### src/rtl/mod_sched_pkg.sv
// Shared types for the modulo-engine scheduler: FSM state encoding and
// default-configuration index/operand typedefs.
package mod_sched_pkg;

  localparam int unsigned NREQ_DEF  = 4;
  localparam int unsigned WIDTH_DEF = 9;
  localparam int unsigned IDXW      = $clog2(NREQ_DEF);

  typedef logic [IDXW-1:0]      idx_t;
  typedef logic [WIDTH_DEF-1:0] operand_t;

  typedef enum logic [1:0] {
    ST_IDLE,
    ST_ISSUE,
    ST_WAIT,
    ST_RESP
  } state_e;

endpackage

### src/rtl/rr_arbiter.sv
// Combinational round-robin arbiter: first asserted request at or after ptr_i,
// wrapping NREQ-1 -> 0, returned as a one-hot grant plus its index.
module rr_arbiter #(
  parameter int unsigned NREQ = 4
) (
  input  logic [NREQ-1:0]         req_i,
  input  logic [$clog2(NREQ)-1:0] ptr_i,
  output logic [NREQ-1:0]         grant_o,
  output logic [$clog2(NREQ)-1:0] idx_o,
  output logic                    any_o
);

  localparam int unsigned PW = $clog2(NREQ);

  logic [PW-1:0] pos;

  always_comb begin
    grant_o = '0;
    idx_o   = '0;
    any_o   = 1'b0;
    pos     = '0;
    for (int unsigned k = 0; k < NREQ; k++) begin
      pos = PW'((32'(ptr_i) + k) % NREQ);
      if (!any_o && req_i[pos]) begin
        grant_o[pos] = 1'b1;
        idx_o        = pos;
        any_o        = 1'b1;
      end
    end
  end

endmodule

### src/rtl/mod_engine_scheduler.sv
// Round-robin scheduler sharing one serial modulo engine among NREQ requesters.
// Optional WAIT timeout/abort enabled by defining MOD_SCHED_TIMEOUT_EN.
module mod_engine_scheduler
  import mod_sched_pkg::*;
#(
  parameter int unsigned NREQ    = 4,
  parameter int unsigned WIDTH   = 9,
  parameter int unsigned TIMEOUT = 4096
) (
  input  logic                  clk,
  input  logic                  rst_n,
  input  logic [NREQ-1:0]       req_valid,
  output logic [NREQ-1:0]       req_ready,
  input  logic [NREQ*WIDTH-1:0] req_dividend,
  input  logic [NREQ*WIDTH-1:0] req_divisor,
  output logic [NREQ-1:0]       rsp_valid,
  output logic [WIDTH-1:0]      rsp_rem,
  output logic                  rsp_zero,
  output logic                  rsp_err,
  output logic                  eng_start,
  output logic [WIDTH-1:0]      eng_dividend,
  output logic [WIDTH-1:0]      eng_divisor,
  input  logic                  eng_done,
  input  logic [WIDTH-1:0]      eng_rem,
  output logic                  eng_abort
);

  localparam int unsigned PW = $clog2(NREQ);
  localparam logic [PW-1:0] LAST = PW'(NREQ - 1);

  if (NREQ < 2 || TIMEOUT < 1) begin : g_bad_param
    $error("mod_engine_scheduler: NREQ must be >= 2 and TIMEOUT >= 1");
  end

  state_e           state_q, state_d;
  logic [PW-1:0]    owner_q, owner_d;
  logic [PW-1:0]    ptr_q, ptr_d;
  logic [WIDTH-1:0] dvd_q, dvd_d;
  logic [WIDTH-1:0] dvs_q, dvs_d;
  logic [WIDTH-1:0] rem_q, rem_d;
  logic             err_q, err_d;

  logic [NREQ-1:0]  grant;
  logic [PW-1:0]    grant_idx;
  logic             grant_any;
  logic             timeout_hit;

  logic [WIDTH-1:0] dvd_a [NREQ];
  logic [WIDTH-1:0] dvs_a [NREQ];

  for (genvar g = 0; g < NREQ; g++) begin : g_slice
    assign dvd_a[g] = req_dividend[g*WIDTH +: WIDTH];
    assign dvs_a[g] = req_divisor[g*WIDTH +: WIDTH];
  end

  rr_arbiter #(.NREQ(NREQ)) u_arb (
    .req_i   (req_valid),
    .ptr_i   (ptr_q),
    .grant_o (grant),
    .idx_o   (grant_idx),
    .any_o   (grant_any)
  );

`ifdef MOD_SCHED_TIMEOUT_EN
  localparam int unsigned CW = $clog2(TIMEOUT + 1);
  logic [CW-1:0] cnt_q, cnt_d;

  // Counter is 0 on WAIT entry, so the TIMEOUT-th WAIT cycle sees TIMEOUT-1; eng_done wins a tie.
  assign timeout_hit = (state_q == ST_WAIT) && !eng_done && (cnt_q == CW'(TIMEOUT - 1));

  always_comb begin
    cnt_d = '0;
    if (state_q == ST_WAIT) cnt_d = cnt_q + 1'b1;
  end

  always_ff @(posedge clk) begin
    if (!rst_n) cnt_q <= '0;
    else        cnt_q <= cnt_d;
  end
`else
  assign timeout_hit = 1'b0;
`endif

  always_ff @(posedge clk) begin
    if (!rst_n) begin
      state_q <= ST_IDLE;
      owner_q <= '0;
      ptr_q   <= '0;
      dvd_q   <= '0;
      dvs_q   <= '0;
      rem_q   <= '0;
      err_q   <= 1'b0;
    end else begin
      state_q <= state_d;
      owner_q <= owner_d;
      ptr_q   <= ptr_d;
      dvd_q   <= dvd_d;
      dvs_q   <= dvs_d;
      rem_q   <= rem_d;
      err_q   <= err_d;
    end
  end

  always_comb begin
    state_d = state_q;
    owner_d = owner_q;
    ptr_d   = ptr_q;
    dvd_d   = dvd_q;
    dvs_d   = dvs_q;
    rem_d   = rem_q;
    err_d   = err_q;
    unique case (state_q)
      ST_IDLE: begin
        if (grant_any) begin
          owner_d = grant_idx;
          dvd_d   = dvd_a[grant_idx];
          dvs_d   = dvs_a[grant_idx];
          if (dvs_a[grant_idx] == '0) begin
            err_d   = 1'b1;
            rem_d   = dvd_a[grant_idx];
            state_d = ST_RESP;
          end else begin
            err_d   = 1'b0;
            state_d = ST_ISSUE;
          end
        end
      end
      ST_ISSUE: state_d = ST_WAIT;
      ST_WAIT: begin
        if (eng_done) begin
          rem_d   = eng_rem;
          err_d   = 1'b0;
          state_d = ST_RESP;
        end else if (timeout_hit) begin
          rem_d   = dvd_q;
          err_d   = 1'b1;
          state_d = ST_RESP;
        end
      end
      ST_RESP: begin
        ptr_d   = (owner_q == LAST) ? '0 : owner_q + 1'b1;
        state_d = ST_IDLE;
      end
      default: state_d = ST_IDLE;
    endcase
  end

  assign eng_dividend = dvd_q;
  assign eng_divisor  = dvs_q;

  always_comb begin
    req_ready = '0;
    rsp_valid = '0;
    rsp_rem   = '0;
    rsp_zero  = 1'b0;
    rsp_err   = 1'b0;
    eng_start = 1'b0;
    eng_abort = 1'b0;
    unique case (state_q)
      // Gated by rst_n so no grant is offered while reset is being applied.
      ST_IDLE:  if (rst_n) req_ready = grant;
      ST_ISSUE: eng_start = 1'b1;
      ST_WAIT:  eng_abort = timeout_hit;
      ST_RESP: begin
        rsp_valid[owner_q] = 1'b1;
        rsp_rem            = rem_q;
        rsp_zero           = !err_q && (rem_q == '0);
        rsp_err            = err_q;
      end
      default: ;
    endcase
  end

endmodule

### config.mk
export PLATFORM = sky130hd
export DESIGN_NAME = mod_engine_scheduler
export DESIGN_NICKNAME = d
export VERILOG_FILES = /design/src/rtl/mod_sched_pkg.sv /design/src/rtl/rr_arbiter.sv /design/src/rtl/mod_engine_scheduler.sv
export SDC_FILE = /design/constraint.sdc
export NUM_CORES = 1
export LEC_CHECK = 0
export ABC_CLOCK_PERIOD_IN_PS = 4500
export BUFFER_PORTS_ARGS = -buffer_cell sky130_fd_sc_hd__buf_2
export CAP_MARGIN = 20
export CORE_MARGIN = 2
export CORE_UTILIZATION = 50
export DETAILED_ROUTE_END_ITERATION = 16
export GPL_ROUTABILITY_DRIVEN = 0
export PLACE_DENSITY_LB_ADDON = 0.15
export SLEW_MARGIN = 20
export SYNTH_ARGS = -nofsm -noshare
export SYNTH_HDL_FRONTEND = slang
export SYNTH_SLANG_ARGS = --single-unit
### constraint.sdc
create_clock -name clk -period 4.5 [get_ports clk]
set_input_delay 0.675 -clock clk [delete_from_list [all_inputs] [get_ports clk]]
set_output_delay 0.675 -clock clk [all_outputs]
set_load 0.01 [all_outputs]
==> metrics.md, run 1 <==
| Metric | Value |
|---|---|
| Worst slew pin tran | 0.724 ns |
| WL per Instance | 15.9 um |
| Arr. time, crit path | 4.38 ns |
| Worst hold path class | register to register |
| # rows | 29 |
| Sequential share of power | 0.320 |
| P_leak | 1.75 nW |
| Die width | 85 um |
| Post-route ant nets | 0 |
| Num ports | 127 |
| Antenna violations before repair | 0 |
| Clk buf depth | 2 |
| CTS tree | done |
| Syn Area/Cell | 8.22 um2 |
| Clock root cell | clkbuf_8 |
| Mapped Nets | 503 |
| Post-cts resize count | 0 |
| Die ar. | 7230 um2 |
| Drt drc | 0 |
| Crit end category | register |
| Global-route wire length before repair | 14600 um |
| Skew final | 0.00540 ns |
| DR pass1 iterations | 4 |
| Crit-path max FO | 16 |
| Switching power | 0.472 mW |
| Final hold viol count | 0 |
| Fin crit period | 4.16 ns |
| Core footprint | 6350 um2 |
| DRT iter0 DRCs | 205 |
| Final net count | 606 |
| Starting Density | 0.517 |
| Post-DP HPWL | 7060 um |
| Layout cells sized above 1 | 0.356 |
| EDFF count, synth | 0 |
| Crit path launch type | register |
| VDD IR-drop max | 0.193 mV |
| Port Buffer Count | 125 |
| Gr usage total | 0.246 |
| Final period utilization | 0.926 |
| Switch share | 0.404 |
| Largest net degree at the start of global routing | 47 |
| Via Count | 3424 |
| Via density per instance | 5.90 |
| Cells after Synth | 399 |
| Setup violators final | 0 |
| DRT Wirelength | 9230 um |
| RSZ-0062 raised after global routing | false |
| Synth Register Bits | 34 |
| Die Height | 85 um |
| Gr ovfl total | 0 |
| CTS clk-pin slew, worst paths | 0.07 ns |
| Area grow syn2layout | 21.1% |
| Power Internal | 0.697 mW |
| Power per cell area | 294 nW/um2 |
| Yosys warning total | 0 |
| Post-Syn Area | 3280 um2 |
| WP data required | 4.71 ns |
| Comb power frac | 0.476 |
| Placement Cell Area | 3880 um2 |
| CTS buffer count | 5 |
| Vias in the first global route | 3053 |
| Synth async-reset ratio | 0 |
| Max Fclk | 240 MHz |
| CTS sink cnt | 34 |
| Clock share of power | 0.205 |
| Clk_lat worst skew | 0.29 ns |
| Unique masters post-synth | 62 |
| Clock H-tree levels | 2 |
| MaxCap Viol Count | 0 |
| Max Transition Viols Final | 0 |
| Main flop type after synthesis | dfxtp_1 |
| Setup CP Type | register to register |
| CTS Hold Buffers Added | 0 |
| Status | completed |
| Worst relative slew slack | 0.517 |
| Post-CTS Setup Bufs | 0 |
| Fillers | 595 |
| Setup TNS | 0 ns |
| Finished Cell Area | 3970 um2 |
| Antenna cells | 0 |
| Seq/Total Area, Yosys | 0.207 |
Yosys cell counts (all sizes together) (3+ instances only):
cell	n	share of area
nor3b	6	0.014
o21ai	24	0.038
dfxtp	34	0.21
and2	32	0.061
nand3	16	0.027
o211ai	10	0.037
buf	14	0.028
clkbuf	21	0.024
o21a	6	0.014
a211oi	3	0.0084
a32oi	4	0.011
mux2	15	0.053
nor4	4	0.0076
o2111ai	9	0.024
mux2i	28	0.085
nor2b	11	0.021
inv	10	0.011
a21oi	17	0.026
a2111oi	4	0.022
a222oi	3	0.0092
and3	3	0.0057
ha	16	0.061
nand2	21	0.024
a221oi	7	0.021
a22oi	8	0.020
mux4	3	0.021
nor2	35	0.040
nand4	4	0.0076
nor3	3	0.0046
cell type report:
class	instances	area, um2	share of cell area
multi-input combinational	320	2390	0.602
clock buffer	6	82.6	0.0208
sequential	34	681	0.171
clock inverter	2	12.5	0.00315
tap	77	96.3	0.0242
timing repair buffer	131	671	0.169
inverter	10	37.5	0.00945
worst max-delay path: stages (launching register included):
cell and delay [ns]:
dfxtp_1 0.54, inv_1 0.19, ha_1 0.37, mux4_2 0.57, nor2b_1 0.13, buf_4 0.23, mux2_1 0.35, a22oi_1 0.15
a32oi_1 0.18, a2111oi_4 0.32, nand3_2 0.28, o31a_1 0.54, o211ai_2 0.23
stage by stage:
stage	instances	hold WS, ns	power (mW)	worst slack [ns]	util
after floorplan	399	0.488	0.769	0.496	-
after global placement	572	0.474	0.922	0.488	0.610
after detailed placement	572	0.477	0.932	0.388	0.610
after CTS	580	0.488	1.17	0.379	0.625
after global routing	580	0.511	1.25	0.101	0.626
final	580	0.485	1.17	0.335	0.626
layer usage:
metal / vias to the layer above / global-route usage / wire (um)
met5: - / 0 / 0
met4: 0 / 0.0649 / 146
met3: 20 / 0.0496 / 608
met2: 131 / 0.385 / 4310
met1: 1592 / 0.345 / 4170
li1: 1681 / - / -
logic make-up after synthesis:
family / after synthesis / share of synthesized area
adder cells (fa/ha/maj): 16 / 0.0610
buffers and inverters: 45 / 0.0637
other: 1 / 0.00114
multiplexers: 46 / 0.159
flip-flops: 34 / 0.207
AO/OA/AOI/OAI: 108 / 0.261
AND/OR/NAND/NOR: 149 / 0.247
state kept, by name, indices dropped and copies added, names as in the netlist:
signal / flops
eng_divisor: 9
err_q: 1
eng_dividend: 9
state_q: 2
owner_q: 2
ptr_q: 2
rem_q: 9
path summary, 6_finish.rpt:
check | start | endpoint | slack, ns | depth (start not counted)
setup / recovery | ptr_q[1]$_SDFFE_PN0P_ | rem_q[8]$_SDFFE_PN0P_ | 0.34 | 12
hold / removal | eng_divisor[8]$_SDFFE_PN0P_ | eng_divisor[8]$_SDFFE_PN0P_ | 0.48 | 2
setup reg to reg | ptr_q[1]$_SDFFE_PN0P_ | rem_q[8]$_SDFFE_PN0P_ | 0.34 | 12
hold reg to reg | eng_divisor[8]$_SDFFE_PN0P_ | eng_divisor[8]$_SDFFE_PN0P_ | 0.48 | 2
power groups by stage:
| stage | sequential, mW | clock [mW] | combinational, mW |
|---|---|---|---|
| global placement | 0.379 | 0 | 0.542 |
| floorplan | 0.393 | 0 | 0.376 |
| CTS | 0.374 | 0.244 | 0.554 |
| detailed placement | 0.381 | 0 | 0.551 |
| finish | 0.374 | 0.239 | 0.556 |
| global route | 0.379 | 0.257 | 0.616 |
cells in the final DEF, fill, tap and decap left out, drive strengths merged, types with 3 or more instances in the layout:
| master | synthesis | final |
|---|---|---|
| a211oi | 3 | 3 |
| nor4 | 4 | 4 |
| a22oi | 8 | 8 |
| nand4 | 4 | 4 |
| inv | 10 | 10 |
| nand3 | 16 | 16 |
| clkbuf | 21 | 6 |
| a2111oi | 4 | 4 |
| o211ai | 10 | 10 |
| nor3 | 3 | 3 |
| a222oi | 3 | 3 |
| ha | 16 | 16 |
| a32oi | 4 | 4 |
| nand2 | 21 | 21 |
| nor2b | 11 | 11 |
| a21oi | 17 | 17 |
| and2 | 32 | 32 |
| nor3b | 6 | 6 |
| dfxtp | 34 | 34 |
| a221oi | 7 | 7 |
| and3 | 3 | 3 |
| mux4 | 3 | 3 |
| o2111ai | 9 | 9 |
| o21ai | 24 | 24 |
| buf | 14 | 131 |
| mux2 | 15 | 15 |
| mux2i | 28 | 28 |
| nor2 | 35 | 35 |
| o21a | 6 | 6 |
No activity file was read; power rests on OpenSTA's default activity.
==> inputs of run 2 (changes only) <==
ABC_CLOCK_PERIOD_IN_PS = 3650   (was 4500)
CORE_UTILIZATION = 45   (was 50)
clock period = 3.65 ns   (was 4.5 ns; I/O delays follow)
==> run 2 against run 1 <==
Against the previous run:
- setup slack got worse by 0.098 ns
- global-route usage fell by 2.1 points
- routed wire length rose by 0.56%
- via count fell by 0.53%
- clock skew fell by 0.0013 ns
- total power rose by 26%
- hold slack got worse by 0.010 ns
- clock-buffer cell count rose by 1
- critical endpoint is now rem_q[3]$_SDFFE_PN0P_
==> metrics.md, run 2 (synthesized netlist as in run 1, its figures left out) <==
| Metric | Value |
|---|---|
| Status | completed |
| Metal3 WL | 508 um |
| Drt drc | 0 |
| Final hold viol count | 0 |
| Crit-path max FO | 30 |
| CP max stage delay | 0.57 ns |
| Vias in the first global route | 2941 |
| Uppermost routed layer | met4 |
| Fin worst setup slack | 0.237 ns |
| Largest net degree at the start of global routing | 46 |
| Core footprint | 7140 um2 |
| VDD IR-drop max | 0.162 mV |
| Worst r2r src | ptr_q[0]$_SDFFE_PN0P_ |
| Footprint of the multi-input gates | 2420 um2 |
| Power Internal | 0.889 mW |
| Antenna cells | 0 |
| Die width | 89.4 um |
| Area grow syn2layout | 27.2% |
| DR pass1 iterations | 5 |
| Arr. time, crit path | 3.63 ns |
| DRT Wirelength | 9280 um |
| Port Buffer Count | 125 |
| Gr ovfl total | 0 |
| Clk buf depth | 2 |
| Layout cells sized above 1 | 0.387 |
| Post-DP HPWL | 7250 um |
| Register area | 682 um2 |
| Placement Cell Area | 4070 um2 |
| Switch share | 0.396 |
| Commonest non-fill, non-tap cell in the layout | buf_2 |
| Clk_lat worst skew | 0.29 ns |
| CP Launch Point | ptr_q[0]$_SDFFE_PN0P_ |
| Final net count | 625 |
| Met2 WL post-DR | 4280 um |
| Setup violators final | 0 |
| Starting Density | 0.460 |
| P_leak | 1.85 nW |
| Setup TNS | 0 ns |
| WP data required | 3.86 ns |
| Post-route ant nets | 0 |
| Setup CP Type | register to register |
| DP Worst Slack | 0.0661 ns |
| HP Start | eng_divisor[8]$_SDFFE_PN0P_ |
| Antenna violations before repair | 0 |
| Worst relative slew slack | 0.539 |
| Gr usage total | 0.224 |
| Final period utilization | 0.935 |
| Clock H-tree levels | 2 |
| Inst Count DP | 613 |
| WL per Instance | 14.9 um |
| Pwr Total | 1.47 mW |
| CTS clk-pin slew, worst paths | 0.07 ns |
| Sequential share of power | 0.313 |
| Max Fclk | 293 MHz |
| Post-CTS Setup Bufs | 0 |
| CTS sink cnt | 34 |
| Max Transition Viols Final | 0 |
| Cells along the critical path | buf_6, mux4_2, a221oi_2, nor2_1, a222oi_1, a32oi_1, a2111oi_4, nand3_2, o31a_1, o211ai_2 |
| Wl on met1 | 4400 um |
| # rows | 31 |
| Power per cell area | 353 nW/um2 |
| Crit path launch type | register |
| Clock share of power | 0.196 |
| Clock root cell | clkbuf_8 |
| Num ports | 127 |
| CTS buffer count | 5 |
| Post-Layout Cell Count | 621 |
| MaxCap Viol Count | 0 |
| CTS Hold Buffers Added | 0 |
| DRT iter0 DRCs | 186 |
| Util after Layout | 0.585 |
| RSZ-0062 raised after global routing | false |
| Smallest hold slack | 0.475 ns |
| Via density per instance | 5.48 |
| Switching power | 0.583 mW |
| Skew final | 0.00412 ns |
| Fillers | 690 |
| Slowest cell on the critical path | mux4_2 |
| CTS tree | done |
| Die Height | 89.4 um |
| Comb power frac | 0.491 |
| Worst hold path class | register to register |
| Crit end category | register |
| Fin crit period | 3.41 ns |
| Global-route wire length before repair | 14100 um |
| Worst slew pin tran | 0.692 ns |
| Die ar. | 7990 um2 |
| Via Count | 3406 |
| Finished Cell Area | 4170 um2 |
| Most frequent cells in the layout | buf_2, nor2_1, dfxtp_1 |
## run 2: changes by cell type in the layout (fill, tap and decap cells not counted), sizes merged
cell / delta
buf: +19
clkinvlp: -1
clkbuf: +1
## run 2: final timing paths
kind                                                     to  slack [ns]  cells after the start
worst max-delay path                  rem_q[3]$_SDFFE_PN0P_        0.24                     10
worst min-delay path            eng_divisor[8]$_SDFFE_PN0P_        0.47                      2
worst max register to register        rem_q[3]$_SDFFE_PN0P_        0.24                     10
worst min register to register  eng_divisor[8]$_SDFFE_PN0P_        0.47                      2
## run 2: timing repair
action                                  4_1_cts  5_1_grt
hold endpoints to repair                      0        0
gates resized for setup                       0        4
endpoints found under the setup margin        0       11
## run 2: layout make-up
| class | instances | area share |
|---|---|---|
| inverters | 10 | 0.00900 |
| flip-flops and latches | 34 | 0.163 |
| repair buffers | 150 | 0.196 |
| clock inverters | 1 | 0.00120 |
| well taps | 99 | 0.0297 |
| multi-input cells | 320 | 0.580 |
| clock buffers | 7 | 0.0207 |
## run 2: power groups by stage
stage | Combinational, mW | Clock, mW | Sequential, mW
after floorplan | 0.469 | 0 | 0.485
after global placement | 0.707 | 0 | 0.468
after detailed placement | 0.717 | 0 | 0.469
after CTS | 0.720 | 0.294 | 0.461
after global routing | 0.806 | 0.311 | 0.469
final | 0.723 | 0.288 | 0.461
## run 2: worst max-delay path: cells and delay by family, from the launching register on
kind,cells,cell delay [ns]
multiplexers,1,0.57
flip-flops,1,0.34
buffers and inverters,1,0.24
AO/OA/AOI/OAI,6,1.85
AND/OR/NAND/NOR,2,0.34
## run 2: per-layer routing
layer | up-vias | track usage
met1 | 1562 | 0.319
met2 | 106 | 0.358
li1 | 1728 | -
met4 | 0 | 0.0502
met3 | 10 | 0.0342
met5 | - | 0
